File: src/rtl/pll_seq_pkg.sv
// Shared types and constants for the PLL phase sequencer: FSM states,
// config-word field geometry, status bit layout and the single-step helper.
package pll_seq_pkg;

  localparam int FIELD_W  = 4;
  localparam int N_FIELDS = 8;
  localparam int CFG_W    = FIELD_W * N_FIELDS;

  localparam int STAT_ERROR_BIT   = 31;
  localparam int STAT_OVERRUN_BIT = 30;
  localparam int STAT_BUSY_BIT    = 29;
  localparam int STAT_LOCKED_BIT  = 28;
  localparam int STAT_CLR         = 0;

  typedef enum logic [1:0] {
    IDLE     = 2'd0,
    STEP     = 2'd1,
    SETTLE   = 2'd2,
    WAITLOCK = 2'd3
  } seq_state_e;

  // Moves one unsigned field a single code toward its target, never wrapping.
  function automatic logic [FIELD_W-1:0] step_toward(input logic [FIELD_W-1:0] cur,
                                                     input logic [FIELD_W-1:0] tgt);
    logic [FIELD_W-1:0] nxt;
    nxt = cur;
    if (cur < tgt) begin
      nxt = cur + 1'b1;
    end else if (cur > tgt) begin
      nxt = cur - 1'b1;
    end
    return nxt;
  endfunction

endpackage

File: src/rtl/pll_wait_timer.sv
// Loadable down-counter shared by the settle delay and the lock timeout.
// Load with (interval - 1); expired is high in the last cycle of the interval.
module pll_wait_timer #(
  parameter int W = 16
) (
  input  logic         clk,
  input  logic         rst,
  input  logic         load,
  input  logic [W-1:0] load_val,
  output logic         expired
);

  logic [W-1:0] count_q;
  logic [W-1:0] count_d;

  always_comb begin
    count_d = count_q;
    if (load) begin
      count_d = load_val;
    end else if (count_q != '0) begin
      count_d = count_q - 1'b1;
    end
  end

  always_ff @(posedge clk) begin
    if (rst) begin
      count_q <= '0;
    end else begin
      count_q <= count_d;
    end
  end

  assign expired = (count_q == '0);

endmodule

File: src/rtl/pll_phase_sequencer.sv
// Walks the live PLL dynamic-config word toward a software target one code per
// field per step, waiting for settle and re-lock between steps.
module pll_phase_sequencer
  import pll_seq_pkg::*;
#(
  parameter logic [7:0]  ADDR_CTRL     = 8'hC4,
  parameter logic [7:0]  ADDR_STAT     = 8'hC5,
  parameter logic [31:0] INIT_CFG      = 32'h8408_0000,
  parameter logic [15:0] SETTLE_CYCLES = 16'd1000,
  parameter logic [15:0] LOCK_TIMEOUT  = 16'd50000
) (
  input  logic        MCLK,
  input  logic        rst,
  input  logic [31:0] DataIn,
  output logic [31:0] DataOut,
  input  logic [7:0]  Address,
  input  logic        Read,
  input  logic        Write,
  input  logic        locked,
  output logic [31:0] CfgOut,
  output logic        busy,
  output logic        error
);

  seq_state_e       state_q, state_d;
  logic [CFG_W-1:0] cfg_q, cfg_d;
  logic [CFG_W-1:0] target_q, target_d;
  logic [15:0]      step_cnt_q, step_cnt_d;
  logic             error_q, error_d;
  logic             overrun_q, overrun_d;

  logic [CFG_W-1:0] cfg_stepped;
  logic             timer_load;
  logic [15:0]      timer_val;
  logic             timer_expired;
  logic             ctrl_wr;
  logic             stat_clr;
  logic [31:0]      stat_word;

  for (genvar i = 0; i < N_FIELDS; i++) begin : g_field
    assign cfg_stepped[i*FIELD_W +: FIELD_W] =
      step_toward(cfg_q[i*FIELD_W +: FIELD_W], target_q[i*FIELD_W +: FIELD_W]);
  end

  pll_wait_timer #(.W(16)) u_timer (
    .clk      (MCLK),
    .rst      (rst),
    .load     (timer_load),
    .load_val (timer_val),
    .expired  (timer_expired)
  );

  assign ctrl_wr  = Write && (Address == ADDR_CTRL);
  assign stat_clr = Write && (Address == ADDR_STAT) && DataIn[STAT_CLR];

  always_comb begin
    state_d    = state_q;
    cfg_d      = cfg_q;
    target_d   = target_q;
    step_cnt_d = step_cnt_q;
    error_d    = error_q;
    overrun_d  = overrun_q;
    timer_load = 1'b0;
    timer_val  = 16'd0;

    if (stat_clr) begin
      error_d   = 1'b0;
      overrun_d = 1'b0;
    end

    unique case (state_q)
      IDLE: begin
        if (ctrl_wr) begin
          target_d   = DataIn;
          step_cnt_d = 16'd0;
          if (DataIn != cfg_q) begin
            state_d = STEP;
          end
        end
      end
      STEP: begin
        cfg_d      = cfg_stepped;
        step_cnt_d = (step_cnt_q == 16'hFFFF) ? step_cnt_q : step_cnt_q + 16'd1;
        timer_load = 1'b1;
        timer_val  = SETTLE_CYCLES - 16'd1;
        state_d    = SETTLE;
      end
      SETTLE: begin
        if (timer_expired) begin
          timer_load = 1'b1;
          timer_val  = LOCK_TIMEOUT - 16'd1;
          state_d    = WAITLOCK;
        end
      end
      WAITLOCK: begin
        // A lock seen in the final timeout cycle still counts as success.
        if (locked) begin
          state_d = (cfg_q == target_q) ? IDLE : STEP;
        end else if (timer_expired) begin
          error_d  = 1'b1;
          target_d = cfg_q;
          state_d  = IDLE;
        end
      end
      default: state_d = IDLE;
    endcase

    if (ctrl_wr && (state_q != IDLE)) begin
      overrun_d = 1'b1;
    end
  end

  always_ff @(posedge MCLK) begin
    if (rst) begin
      state_q    <= IDLE;
      cfg_q      <= INIT_CFG;
      target_q   <= INIT_CFG;
      step_cnt_q <= 16'd0;
      error_q    <= 1'b0;
      overrun_q  <= 1'b0;
    end else begin
      state_q    <= state_d;
      cfg_q      <= cfg_d;
      target_q   <= target_d;
      step_cnt_q <= step_cnt_d;
      error_q    <= error_d;
      overrun_q  <= overrun_d;
    end
  end

  always_comb begin
    stat_word                   = 32'd0;
    stat_word[STAT_ERROR_BIT]   = error_q;
    stat_word[STAT_OVERRUN_BIT] = overrun_q;
    stat_word[STAT_BUSY_BIT]    = busy;
    stat_word[STAT_LOCKED_BIT]  = locked;
    stat_word[15:0]             = step_cnt_q;
  end

  always_comb begin
    DataOut = 32'd0;
    if (Read && (Address == ADDR_CTRL)) begin
      DataOut = cfg_q;
    end else if (Read && (Address == ADDR_STAT)) begin
      DataOut = stat_word;
    end
  end

  assign CfgOut = cfg_q;
  assign busy   = (state_q != IDLE);
  assign error  = error_q;

endmodule

File: config.mk
export PLATFORM = sky130hd
export DESIGN_NAME = pll_phase_sequencer
export DESIGN_NICKNAME = d
export VERILOG_FILES = /design/src/rtl/pll_seq_pkg.sv /design/src/rtl/pll_wait_timer.sv /design/src/rtl/pll_phase_sequencer.sv
export SDC_FILE = /design/constraint.sdc
export NUM_CORES = 1
export LEC_CHECK = 0
export BUFFER_PORTS_ARGS = -buffer_cell sky130_fd_sc_hd__buf_2
export CAP_MARGIN = 20
export CORE_MARGIN = 2
export CORE_UTILIZATION = 62
export CTS_CLUSTER_DIAMETER = 60
export DETAILED_ROUTE_END_ITERATION = 6
export PLACE_DENSITY = 0.86
export SKIP_CTS_REPAIR_TIMING = 1
export SLEW_MARGIN = 20
export SYNTH_ARGS = -nofsm -noshare
export SYNTH_HDL_FRONTEND = slang
export SYNTH_HIERARCHICAL = 1
export SYNTH_SLANG_ARGS = --single-unit
File: constraint.sdc
create_clock -name MCLK -period 9 [get_ports MCLK]
set_input_delay 0 -clock MCLK [delete_from_list [all_inputs] [get_ports MCLK]]
set_output_delay 0 -clock MCLK [all_outputs]
set_load 0.005 [all_outputs]
### After elaboration in Yosys (flattened, before gate mapping)

Index checks and enable logic that the tools add are counted.
Widths: inputs -> output; s select.

* register bits: 100
* input port bits: 45
* output and inout bits: 66

* add/sub/neg operators: 18
* $lt $le $gt $ge: 16
* equal/unequal tests: 15
* multiplexer cells: 44
* reductions and logical operators: 33

Operators with widths (number)
* $mux 32: 5
* $mux 16: 5
* $mux 4: 16
* $pmux 16 s2: 2
* $pmux 32 s2: 1
* $add 4x1->4 const B: 8
* $eq 32x32->1: 1
* $gt 4x4->1: 8
* $lt 4x4->1: 8
* $ne 32x32->1: 1
* $sub 4x1->4 const B: 8
* $reduce_bool 2->1: 13
* $add 16x1->16 const B: 1
* $eq 16x16->1 const B: 1
* $eq 8x8->1 const B: 2
* $logic_not 16->1: 1
* $reduce_and 2->1: 8
* $reduce_bool 16->1: 1
* $sub 16x1->16 const B: 1
* $ne 2x2->1 const B: 6
* $mux 2: 5
* $mux 1: 8
* $pmux 2 s4: 1
* $reduce_and 4->1: 2
* other kinds (7): 13

### Longest topological paths before layout

Gate-level depths: netlist of the first run.

* depth in word-level cells: 7
* mapped depth: 12

### Hierarchy

Netlist of the first run, hierarchy kept.

Modules (own cells, without submodules)
* pll_phase_sequencer: instances 1, cells each 715, area an instance 6013.3 µm², seq. area each 1681.6 µm²
* pll_wait_timer: instances 1, cells each 112, area an instance 902.1 µm², seq. area each 320.3 µm²

### Worst setup path after synthesis of the first run

Ideal clock, no wire load.

* kind: reg-to-reg
* start: reg cfg_q[9] (netlist: CfgOut[9])
* end: reg cfg_q[11] (netlist: CfgOut[11])
* library setup time: 0.121 ns
* arrival: 2.864 ns
* required time: 8.879 ns
* slack: 6.015 ns
* cell stages (with the launch flop): 12
* cell sequence: dfxtp_1 > ha_1 > nor2b_1 > o21a_1 > o21ai_0 > nand2_1 > ha_1 > a21o_2 > a21o_1 > a21o_1 > a211oi_1 > mux2_2

* word-level cells in the longest chain between the ends: 3
* elaborated cells on any way between the ends: 8
* those cells by class: 2 x add/sub; 2 x order compare; 2 x mux; 2 x reduce/logical

Ends and longest elaborated chain
* from (decl): line pll_phase_sequencer.sv:26 `logic [CFG_W-1:0] cfg_q, cfg_d;`
* from (signal assigned): line pll_phase_sequencer.sv:123 `cfg_q <= cfg_d;`
* $sub 4x1->4, or another cell as far along: line pll_seq_pkg.sv:30 `nxt = cur - 1'b1;`
* $mux 4 / $reduce_bool 2->1 (equally long branches)
* $mux 4 / $reduce_and 2->1 (equally long branches)

Parallel ways exist; a longest one is shown, timed or not. The select of a mux whose other input is x is not followed.
A chain may end at the register's enable or synchronous reset.

### Final worst setup path of the first run

* start: reg cfg_q[21] (netlist: CfgOut[21])
* end: reg cfg_q[23] (netlist: CfgOut[23])

Same word-level chain as after synthesis.

==> flow_summary.toml, run 1 <==
[critical_path]
required_ps = 9280
crit_top_cell = "a21o_1"
startpoint = "CfgOut[21]"
start_kind = "flip-flop"
cp.arrival_ps = 3580
crit_chain = "ha_1 > nor2b_1 > o21a_1 > o21ai_0 > nand2_1 > ha_1 > a21o_1 > a21o_1 > a21o_1 > a211oi_1 > mux2_2"
endpoint_kind = "flip-flop"
crit_family = "compound AO/OA/AOI/OAI gates"
critPathKind = "reg2reg"
slowest_delay_ps = 530
timing.critical_path.buf_inv = 0
cp_slowest_cell = "dfxtp_1"
rr_startpoint = "CfgOut[21]"
cp_max_fo = 8

[clock_tree]
numCtsBuffers = 9
clock_latency_ps = 390
cts-root-buf = "clkbuf_8"
clk_pin_slew_ps = 100
clk_path_buf_depth = 2
numClockSinks = 100
htreeDepth = 3
cts_tree = "done"

[status]
violations = "hold timing"
outcome = "finished, violations left"

[global_route]
grt_usage_pct = 29.99
grt_pass1_vias = 5889
grt_overflow = 0
antenna_found_initial = 1
grt_max_degree = 88
grt_pass1_wl_um = 27990

[synth]
synth-seq-area-share_pct = 28.95
yosys-top-cells-area = "dfxtp_1 29%, ha_1 9.8%, mux2i_1 7.7%"
synth_common_cells = "100 x dfxtp_1, 87 x nor2_1, 54 x ha_1, 53 x mux2i_1, 51 x inv_1"
synthCells = 827
yosysTopAreaCellShare_pct = 28.95
synth_edf_count = 0
yosys.area.top_type = "dfxtp_1"
ys_ff_latch = 100
synth_ff_type = "dfxtp_1"
yosysWarnings = 6
synth.distinct_cells = 55
async_reset_ff_share_pct = 0
synth_most_common_cell = "dfxtp_1"
avgSynthCellArea_um2 = 8.362
synth_area_mm2 = 0.006915

[die]
row_count = 38
die_area_mm2 = 0.01201
num_io_pins = 111
die-height_um = 109.6
core_area_mm2 = 0.01084
initial_core_util_pct = 63.79
die_w_um = 109.6

[power_and_ir_drop]
ir_worst_vdd_mv = 0.2660
leakage_nw = 3.333
total_power_mw = 2.709
cellPowerDensity_mw_per_mm2 = 343.2

[drt]
met2_length_um = 8364
ant_nets = 0
routedWlPerCell_um = 16.65
routed_via_density = 6.001
wl_um = 17980
num_vias = 6481
drt_first_pass_iters = 5
drc = 0
wl_met3_um = 1249
top_layer = "met4"
met1_length_um = 8045
drt_iter0_markers = 523

[final_layout]
syn2layout_area_growth_pct = 14.17
design_area_mm2 = 0.007895
nets = 1040
drive_gt1_share_pct = 15.67
final_cells = 1080

[timing]
skew_ps = 14.21
worst_pin_slew_ps = 942.4
hold_viol = 15
holdWs_ps = -34.96
finalSetupViolations = 0
fmax_ghz = 0.3028
slew_violations = 0
finalWorstSetupSlack_ps = 5698
final.min_clock_period_ps = 3302
relSlewSlack_pct = 37.11
setup_tns_ps = 0
rsz0062_at_grt = "false"
fin_crit_sh_pct = 36.69

[placed_design]
dp.cells = 1047
hpwl_um = 12630
io_buffers = 110
routabilityCongestion = 0.9620
place_area_mm2 = 0.007551
place_ws_ps = 5773

[hold_path]
min_from = "DataIn[18]"
hold_class = "in2reg"

[flow_run]
maxCapViolCount = 0
[worst paths after layout]
check                  to  cells after the start  slack, ps
max            CfgOut[23]                     11       5700
min          target_q[18]                      3        -30
max reg2reg    CfgOut[23]                     11       5700
min reg2reg     overrun_q                      2        480
[placed cells by master, fill, tap and decap left out, drive strengths merged, types with 15 or more instances in the layout]
master and n:
xor2 34, dlygate4sd3 15, a21oi 41, dfxtp 100
nor2 87, mux2i 53, a211oi 40, a21o 32
ha 54, buf 116, nand3 40, nor2b 19
nand4 23, nand2 34, xnor2 28, inv 51
o21ai 42
[stage by stage]
stage                     hold WS, ps  util (%)
after floorplan                 148.8         -
after global placement          304.6     69.66
after detailed placement        312.3     69.66
after CTS                      -92.66     71.39
after global routing           -2.683     72.78
final                          -34.96     72.83
[layout make-up]
type | count | area [µm²]
Fill cell | 880 | 2945
Timing Repair Buffer | 131 | 745.7
Tap cell | 140 | 175.2
Multi-Input combinational cell | 640 | 4588
Inverter | 51 | 191.4
Antenna cell | 2 | 5.005
Clock inverter | 4 | 22.52
Clock buffer | 12 | 165.2
Sequential cell | 100 | 2002
[tightest hold or removal path: cells and delay by family]
kind / cells / cell delay [ps]
buffers and inverters: 1 / 110
AOI/OAI and AO/OA: 1 / 90
muxes: 1 / 120
[power by group]
part           switching (mW)  internal, mW
combinational           0.963         0.720
sequential              0.177         0.563
clock                   0.164         0.122
[registers in the layout, summed over array words and instances, names as in the netlist]
name and flops:
CfgOut 32, error 1, overrun_q 1, state_q 2
step_cnt_q 16, target_q 32, u_timer/count_q 16
[per-layer routing]
layer / up-vias / global-route usage [%]
met1: 3050 / 40.54
met2: 238 / 48.72
met4: 0 / 10.58
met5: - / 0
li1: 3168 / -
met3: 25 / 4.564
[kinds of logic after synthesis]
| family | after synthesis | share of synthesized area [%] |
|---|---|---|
| buffers and inverters | 91 | 4.994 |
| multiplexers | 59 | 8.648 |
| flip-flops | 100 | 28.95 |
| AO/OA/AOI/OAI | 193 | 18.42 |
| XOR/XNOR | 62 | 7.852 |
| other | 1 | 0.05423 |
| adder cells (fa/ha/maj) | 62 | 12.09 |
| AND/OR/NAND/NOR | 259 | 19.00 |
Note: power is estimated with default switching activity, not from simulation.
==> run 2: changes to the inputs <==
- ABC_AREA: default -> 1
- CORE_UTILIZATION: 62 -> 53
- PLACE_DENSITY: 0.86 -> 0.78
- clock period: 9 -> 3 ns (I/O delays scaled with it)
==> flow_summary.toml, run 2 <==
[die]
num_io_pins = 111
core_area_mm2 = 0.01324
initial_core_util_pct = 54.18
die-height_um = 120.3
die_area_mm2 = 0.01448
row_count = 42
die_w_um = 120.3

[hold_path]
hold_class = "in2reg"

[final_layout]
final_cell_mix = "261 x nand2_1, 133 x inv_1, 117 x nor2_1, 110 x buf_2, 100 x dfxtp_1"
seqCellArea_mm2 = 0.002002
nets = 1306
design_area_mm2 = 0.008391
syn2layout_area_growth_pct = 16.95
diodes = 0
multi_input_comb_area_mm2 = 0.004493
final_common_cell = "nand2_1"
drive_gt1_share_pct = 15.03
fill_cells = 1227

[timing]
fmax_ghz = 0.3741
rsz0062_at_grt = "false"
holdWs_ps = -33.80
skew_ps = 5.685
relSlewSlack_pct = 53.64
fin_crit_sh_pct = 89.10
setup_tns_ps = 0
finalSetupViolations = 0
hold_viol = 1
slew_violations = 0
worst_pin_slew_ps = 688.1
final.min_clock_period_ps = 2673

[drt]
wl_met3_um = 1015
num_vias = 7306
drt_first_pass_iters = 5
drt_iter0_markers = 467
drc = 0
routedWlPerCell_um = 13.74
routed_via_density = 5.294
ant_nets = 0
met2_length_um = 9027
top_layer = "met4"
wl_um = 18970
met1_length_um = 8510

[clock_tree]
clk_pin_slew_ps = 70
clock_latency_ps = 360
numClockSinks = 100
clk_path_buf_depth = 2
cts_tree = "done"
numCtsBuffers = 9
cts-root-buf = "clkbuf_16"
htreeDepth = 3

[critical_path]
r2r_setup_slack_ps = 330
cp.arrival_ps = 2910
start_kind = "flip-flop"
endpoint_kind = "flip-flop"
cp_max_fo = 5
required_ps = 3240
critPathKind = "reg2reg"

[synth]
synth-seq-area-share_pct = 27.90
synthCells = 1079
ys_ff_latch = 100
avgSynthCellArea_um2 = 6.649
yosys-top-cells-area = "dfxtp_1 28%, nand2_1 14%, ha_1 9.4%"
synth.distinct_cells = 47
synth_ff_type = "dfxtp_1"
synth_area_mm2 = 0.007174
synth_common_cells = "261 x nand2_1, 133 x inv_1, 117 x nor2_1, 100 x dfxtp_1, 97 x o21ai_0"
yosys.area.top_type = "dfxtp_1"
yosysTopAreaCellShare_pct = 27.90
synth_most_common_cell = "nand2_1"
yosysWarnings = 6
synth_edf_count = 0
async_reset_ff_share_pct = 0

[placed_design]
hpwl_um = 13840
place_area_mm2 = 0.007899
io_buffers = 110
routabilityCongestion = 0.9069

[global_route]
grt_pass1_wl_um = 31260
grt_overflow = 0
grt_max_degree = 52
antenna_found_initial = 0
grt_pass1_vias = 6638
grt_usage_pct = 26.81

[power_and_ir_drop]
leakage_nw = 4.004
total_power_mw = 9.853
cellPowerDensity_mw_per_mm2 = 1174
ir_worst_vdd_mv = 0.5335

[status]
violations = "hold timing"
outcome = "finished, violations left"

[flow_run]
maxCapViolCount = 0
[run 2: cell types whose count changed after synthesis, sizes merged, moves of 16 or more]
cell / delta
a211oi: -38
a21o: -32
a21oi: +43
inv: +90
mux2i: -53
nand2: +236
nand4: -20
nor2: +43
nor2b: -19
o21ai: +68
xor2: -16
[run 2: final timing paths]
kind / start / end / depth (start not counted)
worst max-delay path: CfgOut[16] / CfgOut[19] / 13
worst min-delay path: Write / overrun_q / 3
worst max register to register: CfgOut[16] / CfgOut[19] / 13
worst min register to register: target_q[21] / target_q[21] / 2
[run 2: power breakdown]
group,internal [mW],switching [mW]
logic,2.35,3.79
registers,1.81,0.511
clock network,0.860,0.530
total,5.02,4.83
[run 2: per-layer routing]
metal,up-vias,track usage (%)
met4,0,9.302
met5,-,0
li1,3727,-
met3,31,3.066
met1,3355,35.56
met2,193,45.28
[run 2: per-stage QoR]
step | hold slack (ps) | utilization (%) | worst slack (ps) | instances
6_report | -33.80 | 63.36 | 327.0 | 1380
3_3_place_gp | 286.1 | 59.65 | 472.3 | 1350
3_5_place_dp | 290.3 | 59.65 | 356.8 | 1350
4_1_cts | -75.80 | 62.30 | 348.8 | 1366
5_1_grt | 22.11 | 63.36 | 77.92 | 1380
2_1_floorplan | 69.07 | - | 614.8 | 1083
[run 2: layout make-up]
type | count | area share [%]
Clock buffer | 12 | 3.057
Inverter | 143 | 6.472
Sequential cell | 100 | 23.86
Clock inverter | 4 | 1.133
Timing Repair Buffer | 136 | 9.305
Tap cell | 176 | 2.625
Multi-Input combinational cell | 809 | 53.55
[run 2: critical path, cell delays in order (launching register included)]
cell and delay [ps]:
dfxtp_1 430, inv_1 130, ha_1 220, inv_1 60
a21oi_1 50, o21ai_0 550, ha_1 390, nand2_1 80
nor2_1 40, a211oi_1 210, xor2_1 200, nor2_1 60
nand2_1 70, nand3_1 70
[run 2: cell families after synthesis]
kind of cell	count (synthesis)	synth area share, %
compound gates	232	17.23
xor+xnor	37	4.517
fa+ha+maj	62	11.65
buf+inv	174	9.714
flops	100	27.90
other cells	1	0.05227
simple gates	473	28.93
